### src/rtl/audio_sink_fifo.sv
// audio_sink_fifo: consumer end of the sample-player handshake.
// Buffers pushed samples in a small FIFO and serialises one sample per frame
// to an external DAC as a mono, left-justified, two-slot (left/right) frame.
//
// Ports:
//   clock, resetn        system clock (rising edge), async active-low reset
//   write_audio_out      push request
//   audio_out            sample to push (two's complement, DATA_W bits)
//   clear_buffer         synchronous FIFO flush
//   audio_out_allowed    FIFO can accept a push this cycle
//   fifo_level           current FIFO occupancy (0..DEPTH)
//   bclk, lrck, sdata    serial bit clock, channel select (1 = right), data MSB first
//   underflow            one-cycle pulse when a frame starts with nothing to play
//
// Optional build macro AUDIO_SINK_HOLD_EN: on underflow the last sample is
// repeated instead of playing silence.
module audio_sink_fifo #(
    parameter int unsigned DATA_W  = 10,
    parameter int unsigned DEPTH   = 16,
    parameter int unsigned CLK_DIV = 4,
    parameter int unsigned SLOT_W  = 16
) (
    input  logic                     clock,
    input  logic                     resetn,
    input  logic                     write_audio_out,
    input  logic [DATA_W-1:0]        audio_out,
    input  logic                     clear_buffer,
    output logic                     audio_out_allowed,
    output logic [$clog2(DEPTH):0]   fifo_level,
    output logic                     bclk,
    output logic                     lrck,
    output logic                     sdata,
    output logic                     underflow
);

    localparam int unsigned PTR_W      = $clog2(DEPTH);
    localparam int unsigned CNT_W      = PTR_W + 1;
    localparam int unsigned DIV_W      = (CLK_DIV > 1) ? $clog2(CLK_DIV) : 1;
    localparam int unsigned FRAME_BITS = 2 * SLOT_W;
    localparam int unsigned BIT_W      = $clog2(FRAME_BITS);

    logic [DATA_W-1:0] mem [DEPTH];
    logic [PTR_W-1:0]  wr_ptr;
    logic [PTR_W-1:0]  rd_ptr;
    logic [CNT_W-1:0]  count;
    logic [DIV_W-1:0]  div_cnt;
    logic [BIT_W-1:0]  bit_cnt;
    logic [DATA_W-1:0] sample;

    logic              tick;
    logic              fall;
    logic              frame_start;
    logic              push;
    logic              pop;
    logic              starve;
    logic [CNT_W-1:0]  count_next;
    logic [BIT_W-1:0]  bit_next;
    logic [BIT_W-1:0]  slot_pos;
    logic [DATA_W-1:0] sample_next;
    logic [DATA_W-1:0] shifted;
    logic              sdata_next;

    assign fifo_level = count;

    // Divider wrap, bclk falling event and frame boundary decode
    always_comb begin
        tick        = (div_cnt == DIV_W'(CLK_DIV - 1));
        fall        = tick && bclk;
        frame_start = fall && (bit_cnt == BIT_W'(FRAME_BITS - 1));
        bit_next    = (bit_cnt == BIT_W'(FRAME_BITS - 1)) ? '0 : bit_cnt + BIT_W'(1);
    end

    // Handshake: a flush wins over both a push and a frame-start pop
    always_comb begin
        push   = write_audio_out && audio_out_allowed && !clear_buffer;
        pop    = frame_start && (count != '0) && !clear_buffer;
        starve = frame_start && !pop;

        count_next = count;
        if (clear_buffer) begin
            count_next = '0;
        end else if (push && !pop) begin
            count_next = count + CNT_W'(1);
        end else if (pop && !push) begin
            count_next = count - CNT_W'(1);
        end
    end

    // Sample selection and serial bit; the frame-start bit uses the new sample
    always_comb begin
        sample_next = sample;
        if (pop) begin
            sample_next = mem[rd_ptr];
        end else if (starve) begin
`ifdef AUDIO_SINK_HOLD_EN
            sample_next = sample;
`else
            sample_next = '0;
`endif
        end

        slot_pos   = (bit_next >= BIT_W'(SLOT_W)) ? bit_next - BIT_W'(SLOT_W) : bit_next;
        shifted    = sample_next << slot_pos;
        sdata_next = (slot_pos < BIT_W'(DATA_W)) && shifted[DATA_W-1];
    end

    // FIFO storage; no reset needed, reads are gated by count
    always_ff @(posedge clock) begin
        if (push) begin
            mem[wr_ptr] <= audio_out;
        end
    end

    // FIFO pointers, occupancy and handshake flag
    always_ff @(posedge clock or negedge resetn) begin
        if (!resetn) begin
            wr_ptr            <= '0;
            rd_ptr            <= '0;
            count             <= '0;
            audio_out_allowed <= 1'b1;
        end else begin
            count             <= count_next;
            audio_out_allowed <= (count_next < CNT_W'(DEPTH));
            if (clear_buffer) begin
                wr_ptr <= '0;
                rd_ptr <= '0;
            end else begin
                if (push) begin
                    wr_ptr <= wr_ptr + PTR_W'(1);
                end
                if (pop) begin
                    rd_ptr <= rd_ptr + PTR_W'(1);
                end
            end
        end
    end

    // Bit-clock divider and serializer
    always_ff @(posedge clock or negedge resetn) begin
        if (!resetn) begin
            div_cnt   <= '0;
            bclk      <= 1'b0;
            bit_cnt   <= BIT_W'(FRAME_BITS - 1);
            lrck      <= 1'b1;
            sdata     <= 1'b0;
            sample    <= '0;
            underflow <= 1'b0;
        end else begin
            div_cnt   <= tick ? '0 : div_cnt + DIV_W'(1);
            sample    <= sample_next;
            underflow <= starve;
            if (tick) begin
                bclk <= ~bclk;
            end
            if (fall) begin
                bit_cnt <= bit_next;
                lrck    <= (bit_next >= BIT_W'(SLOT_W));
                sdata   <= sdata_next;
            end
        end
    end

endmodule

### config.mk
export PLATFORM = sky130hd
export DESIGN_NAME = audio_sink_fifo
export DESIGN_NICKNAME = d
export VERILOG_FILES = /design/src/rtl/audio_sink_fifo.sv
export SDC_FILE = /design/constraint.sdc
export NUM_CORES = 1
export LEC_CHECK = 0
export CAP_MARGIN = 20
export CORE_ASPECT_RATIO = 0.8
export CORE_MARGIN = 3
export CORE_UTILIZATION = 40
export DETAILED_ROUTE_END_ITERATION = 7
export GPL_TIMING_DRIVEN = 1
export PLACE_DENSITY = 0.61
export SLEW_MARGIN = 20
export SYNTH_ARGS = -nofsm -noshare
export SYNTH_HDL_FRONTEND = slang
export SYNTH_SLANG_ARGS = --single-unit
export TNS_END_PERCENT = 20
### constraint.sdc
create_clock -name clock -period 4.9 [get_ports clock]
set_input_delay 0.98 -clock clock [delete_from_list [all_inputs] [get_ports clock]]
set_output_delay 0.98 -clock clock [all_outputs]
set_load 0.05 [all_outputs]
==> results of run 1 <==
==> final timing paths <==
path | end | slack [ns] | cells past startpoint
max | sdata | 1.80 | 9
min | div_cnt[0] | 0.43 | 1
max reg2reg | sdata | 1.80 | 9
min reg2reg | div_cnt[0] | 0.43 | 1
max in group asynchronous | rd_ptr[0] | 3.76 | 1
min in group asynchronous | sample[6] | 0.61 | 1
==> per-layer routing <==
layer	global-route usage (%)	vias up
met2	23.83	114
met1	23.91	2149
met4	3.493	0
met5	0	-
li1	-	1866
met3	4.632	11
==> cell type report <==
class	count	share of cell area, %
timing repair buffer	28	2.891
multi-input combinational	235	24.67
clock buffer	18	4.721
inverter	9	0.3716
sequential	194	62.33
clock inverter	13	1.473
tap	258	3.551
==> kinds of logic after synthesis <==
kind of cell,after synthesis,synth area share [%]
AO/OA/AOI/OAI,49,4.200
XOR/XNOR,14,1.519
adder cells (fa/ha/maj),11,1.705
buffers and inverters,31,2.325
flip-flops,194,70.15
multiplexers,50,13.36
AND/OR/NAND/NOR,111,6.742
==> flip-flops by register name, summed over array words and instances (netlist names) <==
register           count
bit_cnt                4
rd_ptr                 4
wr_ptr                 4
sdata                  1
div_cnt                2
mem                  160
underflow              1
lrck                   1
bclk                   1
fifo_level             5
audio_out_allowed      1
sample                10
==> cells in the final DEF (no fill, tap or decap), types with 6 or more instances in the layout <==
cell / count
a21oi_1: 10
a22o_1: 6
clkbuf_16: 17
clkdlybuf4s50_1: 22
dfrtp_1: 26
dfstp_2: 6
edfxtp_1: 160
ha_1: 11
inv_1: 9
inv_6: 6
mux2_2: 6
mux4_1: 22
mux4_2: 17
nand2_1: 34
nand3_1: 11
nor2_1: 34
nor2b_1: 6
xnor2_1: 8
xor2_1: 6
==> per-stage QoR <==
step	util, %	power [mW]	setup WS (ns)
final	46.93	3.257	1.805
after global routing	46.93	3.367	1.354
after CTS	46.93	3.277	1.804
after detailed placement	44.02	1.961	1.505
after global placement	44.02	1.960	1.557
after floorplan	-	1.896	2.268
==> power by group through the flow <==
stage	Sequential, mW	Clock [mW]	Combinational [mW]
floorplan	1.85	0	0.0442
global placement	1.85	0	0.115
detailed placement	1.85	0	0.115
CTS	1.81	1.35	0.116
global route	1.81	1.43	0.125
finish	1.81	1.33	0.115
==> PnR_summary.wiki, run 1 <==
{| class="wikitable"
! Metric !! Value
|-
| Result of the run || completed
|-
| Most used standard cell by instance count after synthesis || edfxtp_1
|-
| Maximum Capacitance Violations || 0
|-
| DIE WIDTH || 164.8 um
|-
| Max-slew violation count || 0
|-
| Layout overhead on the synthesized area || 12.60%
|-
| Number of buffer cells added on primary ports || 23
|-
| Netlist cell types || 58
|-
| Routed wirelength normalized by instance count || 22.28 um
|-
| GRT overflow || 0
|-
| Area of combinational cells with multiple inputs || 2242 sq um
|-
| Clk sinks || 194
|-
| Internal power component || 2.517 mW
|-
| RSZ-0062 raised after global routing || false
|-
| Clock tree root buffer cell || clkbuf_16
|-
| Design Area, Final || 9090 sq um
|-
| Master of the slowest instance on the critical path || dfstp_2
|-
| Final HPWL from detailed placement || 11,490 um
|-
| Part of the total power dissipated in sequential elements || 55.6%
|-
| Max_slew headroom || 39.62%
|-
| Final worst path period need || 3.095 ns
|-
| Number of buffers added by the clock tree synthesis step || 17
|-
| Placed cell count || 724
|-
| Filler cell count || 1,622
|-
| Final worst clock skew || 0.01115 ns
|-
| Worst path bufs/invs || 0
|-
| Fraction of registers with async set or reset after synthesis || 17.53%
|-
| Hold bufs inserted after CTS || 0
|-
| Worst-Margin Slew || 0.9023 ns
|-
| Final number of setup-violating endpoints || 0
|-
| Post-layout net count || 510
|-
| Number of buffers between clock root and the deepest sink || 2
|-
| Start of the worst register-to-register path || bit_cnt[0]
|-
| DRC Markers || 0
|-
| Skew-Pair Late Insertion Delay || 0.43 ns
|-
| Worst min path class || reg2reg
|-
| Std-Cell Rows || 45
|-
| WHS || 0.4293 ns
|-
| Final hold viol count || 0
|-
| Critical path class || reg2reg
|-
| Switching part of the total power || 22.72%
|-
| Cell area after technology mapping || 8073 sq um
|-
| CP most frequent cell || ha_1
|-
| Total placed instance area || 8527 sq um
|-
| Family of cells with the greatest summed delay on the critical path || simple AND/OR/NAND/NOR gates
|-
| Combinational group share of total power || 3.5%
|-
| Pre-antenna DRT Iters || 4
|-
| Boundary pin count || 24
|-
| Met3 layer wire length in the routed design || 960 um
|-
| Proportion of netlist area held by the largest area contributor || 59.52%
|-
| Cell taking the most area after synthesis || edfxtp_1
|-
| Startpoint class of the critical path || flop
|-
| Power density cells || 358.3 nW/um^2
|-
| Worst VDD drop || 0.0002149 V
|-
| Sequential area share after synthesis || 70.15%
|-
| Starting Density || 41.68%
|-
| Number of standard cells after synthesis || 460
|-
| CP Data Required Time || 5.25 ns
|-
| Biggest cell delay along the critical path || 0.65 ns
|-
| Vias per Instance || 5.483
|-
| Gp weighted congestion || 0.8696
|-
| Number of synthesis warnings || 0
|-
| Maximum number of pins on one net before global-route repair || 35
|-
| First-pass GRT wire length || 25,850 um
|-
| Mean cell area of the mapped netlist || 17.55 sq um
|-
| Worst hold start || div_cnt[0]
|-
| Net count of the mapped netlist || 485
|-
| Number of antenna violations at the first check in global routing || 0
|-
| Uppermost metal layer occupied by signal nets || met4
|-
| Post-synth EDFFs || 160
|-
| Floorplan die height || 133.1 um
|-
| Flip-flop and latch area || 5665 sq um
|-
| Static leakage || 3.052 nW
|-
| Total via count after detailed routing || 4,140
|-
| Highest achievable clock rate || 323.1 MHz
|-
| Worst Setup End Kind || flop
|-
| Overall global routing resource usage || 16.13%
|-
| Met1 WL || 7949 um
|-
| Top post-synthesis cells by area || edfxtp_1 (60%), dfrtp_1 (8.7%), mux4_1 (7.2%)
|-
| Most used DFF post-synth || edfxtp_1
|-
| Die outline area || 21,930 sq um
|-
| Vias in the first global route || 4,182
|-
| Final period util || 63.17%
|-
| Number of gates given a new drive strength after cts || 0
|-
| CTS clk-pin slew, worst paths || 0.07 ns
|-
| Number of storage elements in the synthesis netlist || 194
|-
| Post-Route WL || 16,820 um
|-
| Largest fanout on the critical path || 18
|-
| Crit path DAT || 3.45 ns
|-
| Routed wire length on met2 || 7756 um
|-
| Clock Power Share || 40.9%
|-
| Cell-by-cell listing of the critical path || ha_1 -> and3_1 -> ha_1 -> nand3_2 -> nor4b_2 -> a32oi_1 -> a311oi_1 -> o21ai_0 -> a31oi_1
|-
| Total negative slack || 0 ns
|-
| TritonCTS clock tree || done
|-
| Post CTS Setup Buffer Count || 0
|-
| Critical path launch point || bit_cnt[0]
|-
| Fraction of layout cells with a size suffix above 1 || 15.29%
|-
| Antenna diode count || 0
|-
| Post-layout instance count excluding filler cells || 755
|-
| Max H-tree Level || 4
|-
| Post-DRT Antenna Nets || 0
|-
| CORE AREA || 19,370 sq um
|-
| Net load switching power || 740.0 uW
|-
| Top post-synthesis cells by count || edfxtp_1 (160), nand2_1 (34), nor2_1 (34), dfrtp_1 (28), mux4_1 (22)
|-
| Initial DRC count || 411
|}
Power figures use the tool's default switching activity.
==> run 2: changes to the inputs <==
clock period = 2.96 ns   (was 4.9 ns; I/O delays follow)
==> PnR_summary.wiki, run 2 (synthesis results as in run 1) <==
{| class="wikitable"
! Metric !! Value
|-
| Vias per Instance || 5.437 (-0.85%)
|-
| Final period util || 87.66% (+24 points)
|-
| Number of cells on the worst reg-to-reg path || 10 (+1)
|-
| DRC Markers || 0 (unchanged)
|-
| Clock Power Share || 41.7% (+0.8 points)
|-
| Internal power component || 4.305 mW (+71%)
|-
| Switching part of the total power || 21.19% (-1.5 points)
|-
| Total negative slack || 0 ns (unchanged)
|-
| Worst min path class || in2async
|-
| Static leakage || 3.255 nW (+6.7%)
|-
| Total via count after detailed routing || 4,306 (+4.0%)
|-
| Number of antenna violations at the first check in global routing || 1 (+1)
|-
| Net load switching power || 1.157 mW (+56%)
|-
| Highest achievable clock rate || 385.4 MHz (+19%)
|-
| Number of buffer cells added on primary ports || 23 (unchanged)
|-
| Post-layout net count || 547 (+7.3%)
|-
| Maximum number of pins on one net before global-route repair || 35 (unchanged)
|-
| Most common cell after layout, fill and taps aside || edfxtp_1
|-
| Worst VDD drop || 0.0003617 V (+68%)
|-
| RSZ-0062 raised after global routing || false
|-
| Routed wirelength normalized by instance count || 21.70 um (-2.6%)
|-
| GRT overflow || 0 (unchanged)
|-
| Final worst path period need || 2.595 ns (-0.5006 ns)
|-
| WHS || 0.2318 ns (-0.1974 ns)
|-
| Clock tree root buffer cell || clkbuf_16
|-
| Hold bufs inserted after CTS || 0 (unchanged)
|-
| Fraction of layout cells with a size suffix above 1 || 21.35% (+6.1 points)
|-
| CORE AREA || 19,370 sq um (unchanged)
|-
| DIE WIDTH || 164.8 um (unchanged)
|-
| Skew-Pair Late Insertion Delay || 0.44 ns (about the same)
|-
| Most frequent cells in the layout || edfxtp_1 (160), buf_4 (40), nor2_1 (34), nand2_1 (34), dfrtp_1 (26)
|-
| Largest fanout on the critical path || 14 (-4)
|-
| Number of buffers between clock root and the deepest sink || 2 (unchanged)
|-
| FF-to-FF End || sdata
|-
| Max H-tree Level || 4 (unchanged)
|-
| Vias in the first global route || 4,421 (+5.7%)
|-
| Final HPWL from detailed placement || 11,650 um (+1.4%)
|-
| Floorplan die height || 133.1 um (unchanged)
|-
| CTS clk-pin slew, worst paths || 0.07 ns (about the same)
|-
| Initial DRC count || 389 (-5.4%)
|-
| Total Power || 5.462 mW (+68%)
|-
| Result of the run || completed
|-
| Crit path DAT || 2.95 ns (-0.50 ns)
|-
| First-pass GRT wire length || 26,810 um (+3.7%)
|-
| Clk sinks || 194 (unchanged)
|-
| Die outline area || 21,930 sq um (unchanged)
|-
| Worst-Margin Slew || 0.7648 ns (-0.1376 ns)
|-
| Boundary pin count || 24 (unchanged)
|-
| Post-layout instance count excluding filler cells || 792 (+4.9%)
|-
| Starting Density || 41.68% (unchanged)
|-
| Max-slew violation count || 0 (unchanged)
|-
| Antenna diode count || 0 (unchanged)
|-
| Pre-antenna DRT Iters || 4 (unchanged)
|-
| Final hold viol count || 0 (unchanged)
|-
| Worst Setup End Kind || flop
|-
| Placed cell count || 758 (+4.7%)
|-
| Number of buffers added by the clock tree synthesis step || 17 (unchanged)
|-
| Setup slack of the worst register-to-register path || 0.37 ns (-1.44 ns)
|-
| Startpoint class of the critical path || flop
|-
| Final number of setup-violating endpoints || 0 (unchanged)
|-
| Critical path class || reg2reg
|-
| Register with the most flip-flops || mem
|-
| TritonCTS clock tree || done
|-
| Max_slew headroom || 49.01% (+9.4 points)
|-
| Power density cells || 579.9 nW/um^2 (+62%)
|-
| Post-DRT Antenna Nets || 0 (unchanged)
|-
| Gp weighted congestion || 0.8563 (-1.5%)
|-
| CP Data Required Time || 3.31 ns (-1.94 ns)
|-
| Overall global routing resource usage || 16.68% (+0.55 points)
|-
| Combinational group share of total power || 3.5% (about the same)
|-
| Number of flip-flops in the largest register || 160 (unchanged)
|-
| Maximum Capacitance Violations || 0 (unchanged)
|-
| Final worst clock skew || 0.01456 ns (+0.003408 ns)
|-
| Layout overhead on the synthesized area || 16.69%
|-
| Post-Route WL || 17,190 um (+2.2%)
|-
| Part of the total power dissipated in sequential elements || 54.8% (-0.8 points)
|-
| Critical path launch point || bit_cnt[0]
|-
| Std-Cell Rows || 45 (unchanged)
|-
| Start of the worst register-to-register path || bit_cnt[0]
|}
## run 2: how the worst max path moves through the flow
| stage | to | slack (ns) |
|---|---|---|
| global placement | sdata | 0.29 |
| global route | sdata | 0.07 |
| finish | sdata | 0.37 |
| floorplan | mem[1][0] | 0.53 |
| CTS | sdata | 0.23 |
| detailed placement | sdata | 0.26 |
## run 2: power by group through the flow
stage                     registers, mW  logic (mW)  clock network (mW)
after floorplan                    3.07      0.0731                   0
after global placement             3.05       0.183                   0
after detailed placement           3.05       0.191                   0
after CTS                          3.00       0.191                2.32
after global routing               3.00       0.207                2.47
final                              2.99       0.189                2.28
## run 2: critical path, cell delays in order (launching register included)
cell and delay, ns:
dfstp_2 0.61, ha_1 0.19, and3_1 0.16, ha_1 0.18
nand3_2 0.16, buf_4 0.23, nor4_2 0.25, nand4_1 0.18
a311oi_1 0.27, o21ai_0 0.11, a31oi_1 0.17
## run 2: stage by stage
step / instance area, sq um / setup WS (ns) / utilization [%]
2_1_floorplan: 8073 / 0.5332 / -
3_3_place_gp: 8807 / 0.2919 / 45.47
3_5_place_dp: 8807 / 0.2591 / 45.47
4_1_cts: 9387 / 0.2283 / 48.46
5_1_grt: 9420 / 0.07120 / 48.64
6_report: 9420 / 0.3652 / 48.64
## run 2: layer usage
metal	vias up	wire [um]	global-route usage [%]
li1	1941	-	-
met1	2244	8199	24.71
met2	98	7885	24.25
met3	21	803	4.570
met4	2	284	4.844
met5	-	13	0
## run 2: layout make-up
class                      instances  area (sq um)
tap                              258         322.8
multi-input combinational        235          2253
clock buffer                      18         429.2
fill                            1646          9948
inverter                           9         33.78
sequential                       194          5665
clock inverter                    13         150.1
timing repair buffer              65         565.5
## run 2: what timing repair did
action / CTS / global route
buffers inserted: 0 / 3
endpoints found under the setup margin: 0 / 1
gates resized for setup: 0 / 2
